--- src/rtl/fifo_burst_ctrl.sv ---
// Pointer/flag controller and BURST-beat read scheduler for a 2**SIZE-entry FIFO on sync-read RAM.
// Optional overflow error flag enabled by defining FIFO_CTRL_ERR_EN.
module fifo_burst_ctrl #(
  parameter int unsigned SIZE      = 4,
  parameter int unsigned BURST     = 4,
  parameter int unsigned AE_THRESH = 10,
  parameter int unsigned AF_THRESH = 12
) (
  input  logic            clk,
  input  logic            rst_n,
  input  logic            wr_req,
  output logic            wr_accept,
  output logic            ram_we,
  output logic [SIZE-1:0] ram_waddr,
  output logic            ram_re,
  output logic [SIZE-1:0] ram_raddr,
  output logic            rd_valid,
  input  logic            rd_ready,
  output logic            rd_last,
  input  logic            flush,
  output logic            full,
  output logic            empty,
  output logic            ae_flag,
  output logic            af_flag,
  output logic [SIZE:0]   count
`ifdef FIFO_CTRL_ERR_EN
  ,
  output logic            ovf_err
`endif
);

  localparam int unsigned   DEPTH   = 1 << SIZE;
  localparam logic [SIZE:0] DEPTH_C = DEPTH[SIZE:0];
  localparam logic [SIZE:0] BURST_C = BURST[SIZE:0];
  localparam logic [SIZE:0] AE_C    = AE_THRESH[SIZE:0];
  localparam logic [SIZE:0] AF_C    = AF_THRESH[SIZE:0];
  localparam logic [SIZE:0] ONE     = {{SIZE{1'b0}}, 1'b1};

  typedef enum logic [1:0] {
    IDLE,
    FETCH,
    HOLD
  } state_e;

  state_e        state_q, state_d;
  logic [SIZE:0] wptr_q, wptr_d;
  logic [SIZE:0] rptr_q, rptr_d;
  logic [SIZE:0] beat_q, beat_d;
  logic          flush_pend_q, flush_pend_d;

  assign count     = wptr_q - rptr_q;
  assign full      = (count == DEPTH_C);
  assign empty     = (count == '0);
  assign ae_flag   = (count < AE_C);
  assign af_flag   = (count >= AF_C);
  assign wr_accept = wr_req & ~full;
  assign ram_we    = wr_accept;
  assign ram_waddr = wptr_q[SIZE-1:0];
  assign ram_raddr = rptr_q[SIZE-1:0];

  always_comb begin
    state_d      = state_q;
    beat_d       = beat_q;
    wptr_d       = wr_accept ? (wptr_q + ONE) : wptr_q;
    rptr_d       = rptr_q;
    flush_pend_d = flush_pend_q | flush;
    ram_re       = 1'b0;
    rd_valid     = 1'b0;
    rd_last      = 1'b0;
    case (state_q)
      IDLE: begin
        if (count >= BURST_C) begin
          beat_d  = BURST_C;
          state_d = FETCH;
        end else if (flush_pend_q && !empty) begin
          beat_d  = count;
          state_d = FETCH;
        end else if (flush_pend_q) begin
          // A flush pulse landing on the clearing cycle must still be kept.
          flush_pend_d = flush;
        end
      end
      FETCH: begin
        ram_re  = 1'b1;
        state_d = HOLD;
      end
      HOLD: begin
        rd_valid = 1'b1;
        rd_last  = (beat_q == ONE);
        if (rd_ready) begin
          rptr_d  = rptr_q + ONE;
          beat_d  = beat_q - ONE;
          state_d = (beat_q > ONE) ? FETCH : IDLE;
        end
      end
      default: state_d = IDLE;
    endcase
  end

  always_ff @(posedge clk or negedge rst_n) begin
    if (!rst_n) begin
      state_q      <= IDLE;
      wptr_q       <= '0;
      rptr_q       <= '0;
      beat_q       <= '0;
      flush_pend_q <= 1'b0;
    end else begin
      state_q      <= state_d;
      wptr_q       <= wptr_d;
      rptr_q       <= rptr_d;
      beat_q       <= beat_d;
      flush_pend_q <= flush_pend_d;
    end
  end

`ifdef FIFO_CTRL_ERR_EN
  logic ovf_q;

  always_ff @(posedge clk or negedge rst_n) begin
    if (!rst_n) begin
      ovf_q <= 1'b0;
    end else if (wr_req && full) begin
      ovf_q <= 1'b1;
    end
  end

  assign ovf_err = ovf_q;
`endif

endmodule

--- config.mk ---
export PLATFORM = sky130hd
export DESIGN_NAME = fifo_burst_ctrl
export DESIGN_NICKNAME = d
export VERILOG_FILES = /design/src/rtl/fifo_burst_ctrl.sv
export SDC_FILE = /design/constraint.sdc
export NUM_CORES = 1
export LEC_CHECK = 0
export ABC_CLOCK_PERIOD_IN_PS = 2800
export BUFFER_PORTS_ARGS = -buffer_cell sky130_fd_sc_hd__buf_2
export CORE_MARGIN = 5
export CORE_UTILIZATION = 50
export DETAILED_ROUTE_END_ITERATION = 7
export PLACE_DENSITY_LB_ADDON = 0.15
export REMOVE_ABC_BUFFERS = 1
export SLEW_MARGIN = 10
export SYNTH_ARGS = -nofsm -noshare
export SYNTH_HDL_FRONTEND = slang
export SYNTH_SLANG_ARGS = --single-unit
--- constraint.sdc ---
create_clock -name clk -period 2.8 [get_ports clk]
set_input_delay 0.28 -clock clk [delete_from_list [all_inputs] [get_ports clk]]
set_output_delay 0.28 -clock clk [all_outputs]
set_load 0.1 [all_outputs]
==> results.json <==
{
  "crit_type": "reg -> out",
  "cts_buffers": 3,
  "synth-xor-area-share": 0.0999,
  "start_util": 0.534,
  "synth_compound_area_frac": 0.165,
  "final_layout_size_suffix_gt1_frac": 0.363,
  "ys_seq_area_frac": 0.371,
  "crit_path_max_fanout": 6,
  "synth-edff-count": 0,
  "hold_viol_final": 0,
  "critPathLaunchType": "flip-flop",
  "place_area_sq_um": 1350,
  "synthCells": 131,
  "holdPathStages": 3,
  "fin_nets": 175,
  "post-route-min-period_ps": 2750,
  "synthSimpleGateAreaFrac": 0.148,
  "first_iter_violations": 45,
  "hold-path-endpoint": "flush_pend_q",
  "antenna_cells": 0,
  "fin_area_sq_um": 1590,
  "first_pass_iters": 5,
  "die-height_microns": 59.3,
  "regArea_sq_um": 453,
  "worst_hold_path_type": "in -> reg",
  "drc": 0,
  "grtUsageTotal": 0.164,
  "routedWlPerCell_microns": 15.6,
  "grt.overflow.total": 0,
  "ant_nets": 0,
  "grt_max_degree": 19,
  "cts.path.max_buffers": 2,
  "cts_sinks": 18,
  "synth_cell_types": 34,
  "yosysWarnings": 0,
  "mostFrequentLayoutCell": "buf_2",
  "r2r_cells": 10,
  "ys_dominant_reg_cell": "dfrtp_1",
  "end_kind": "output port",
  "num_vias": 1043,
  "r2r_start": "wptr_q[0]",
  "core_sq_um": 2280,
  "cp_data_required_time_ps": 2520,
  "yosys_register_bits": 18,
  "clkSlewWorstSetupHoldPaths_ps": 110,
  "synth_top_family_by_area": "compound AO/OA/AOI/OAI gates",
  "cts_max_level": 1,
  "first_global_vias": 973,
  "synthToLayoutAreaGrowth_pct": 31.1,
  "slew_viol_final": 0,
  "finalSetupViolCount": 0,
  "wl_mm": 2.94,
  "buffer_ports.inserted": 26,
  "muxShareOfSynthArea": 0.0124,
  "timing.hold.ws_ps": 250,
  "fmax_mhz": 364,
  "multi_input_area_sq_um": 728,
  "avgSynthCellArea_sq_um": 9.27,
  "synth_area_sq_um": 1210,
  "status": "finished clean",
  "maxCapViolCount": 0,
  "io_pins": 27,
  "die_x_microns": 59.3,
  "fin_crit_sh": 0.981,
  "gp_routability_congestion": 0.841,
  "arrival_ps": 2470,
  "worst_skew_pair.late_latency_ps": 300,
  "layout_common_cells": "20 x buf_2, 16 x dfrtp_1, 10 x inv_1",
  "antenna_found_initial": 0,
  "dp_hpwl_mm": 1.96,
  "avgViaCountPerCell": 5.55,
  "tightest_slew_ps": 503,
  "hold_start": "flush",
  "relSlewSlack": 0.667,
  "async_reset_ff_frac": 1.00,
  "rsz0062_at_grt": "true",
  "design.die.area_sq_um": 3520,
  "cts_tree": "built",
  "r2r_slack_ps": 240,
  "timing.rr.end": "beat_q[4]",
  "root_buffer": "clkbuf_4",
  "synth_fa_ha_area_frac": 0.0989,
  "skew_ps": 6.71,
  "row_count": 17,
  "fillers": 177,
  "grt_pass1_wl_mm": 4.42
}
==> cell type report <==
cell class | count | area share
Timing Repair Buffer | 36 | 0.179
Sequential cell | 18 | 0.284
Multi-Input combinational cell | 88 | 0.457
Tap cell | 28 | 0.0220
Inverter | 14 | 0.0346
Clock buffer | 4 | 0.0228
==> stage by stage <==
step                      worst slack [ps]  cells  setup TNS (ps)   util
after detailed placement              88.9    174               0  0.593
after global placement                 201    174               0  0.593
after global routing                 -98.9    188            -316  0.700
after floorplan                      -2940    120          -19340      -
after CTS                             28.1    181               0  0.644
final                                 52.2    188               0  0.700
==> kinds of logic (layout without fill, tap and decap cells) <==
logic type,after synthesis,after routing
adder cells (fa/ha/maj),9,9
AND/OR/NAND/NOR,38,38
flip-flops,18,18
XOR/XNOR,13,13
multiplexers,1,1
buffers and inverters,25,54
AO/OA/AOI/OAI,27,27
==> synthesized netlist by cell type, types with 2 or more instances <==
library cell / instances / share of area
nand2b_1: 2 / 0.010
nor2_1: 10 / 0.031
inv_1: 13 / 0.040
a21oi_1: 7 / 0.029
a21o_1: 3 / 0.019
o21ai_0: 5 / 0.021
ha_1: 8 / 0.082
clkbuf_1: 2 / 0.0062
buf_4: 9 / 0.056
a31oi_1: 2 / 0.010
nand4_1: 4 / 0.021
nand3_1: 2 / 0.0082
xnor2_1: 10 / 0.072
nand2_1: 10 / 0.031
xor2_1: 2 / 0.014
nor3_1: 6 / 0.025
dfrtp_1: 18 / 0.37
a221o_1: 2 / 0.016
==> sequential cells by signal, indices dropped and copies added (netlist names) <==
signal and flops:
beat_q 5, rptr_q 5, wptr_q 5, state_q 2, flush_pend_q 1
==> metal layers <==
layer	wire length [microns]	global-route usage	up-vias
li1	-	-	502
met1	1360	0.236	500
met2	1340	0.243	37
met3	206	0.0240	4
met4	35	0.0680	0
met5	0	0	-
==> critical path: stages (launching register included) <==
cell and delay (ps):
dfrtp_1 450, inv_2 90, ha_1 150, inv_2 60, fa_2 410, xnor2_4 200, inv_4 80, o41a_4 540
buf_12 180
==> timing repair <==
| item | in CTS | in global routing |
|---|---|---|
| setup buffers | 2 | 7 |
| pin swaps | 1 | 5 |
| endpoints found under the hold margin | 18 | 0 |
| gates resized for setup | 12 | 16 |
| endpoints found under the setup margin | 5 | 9 |
| hold buffers | 1 | 0 |
==> how the worst max path moves through the flow <==
stage / from / endpoint / slack [ps]
after CTS: wptr_q[0] / empty / 30
after global placement: wptr_q[0] / ram_we / 200
final: wptr_q[0] / ram_we / 50
after detailed placement: wptr_q[0] / beat_q[1] / 90
after floorplan: rptr_q[0] / full / -2940
after global routing: wptr_q[0] / empty / -100
Power is left out: the tool's default activity adds up to more than one toggle a clock period on the data nets, which glitch-free logic cannot reach.
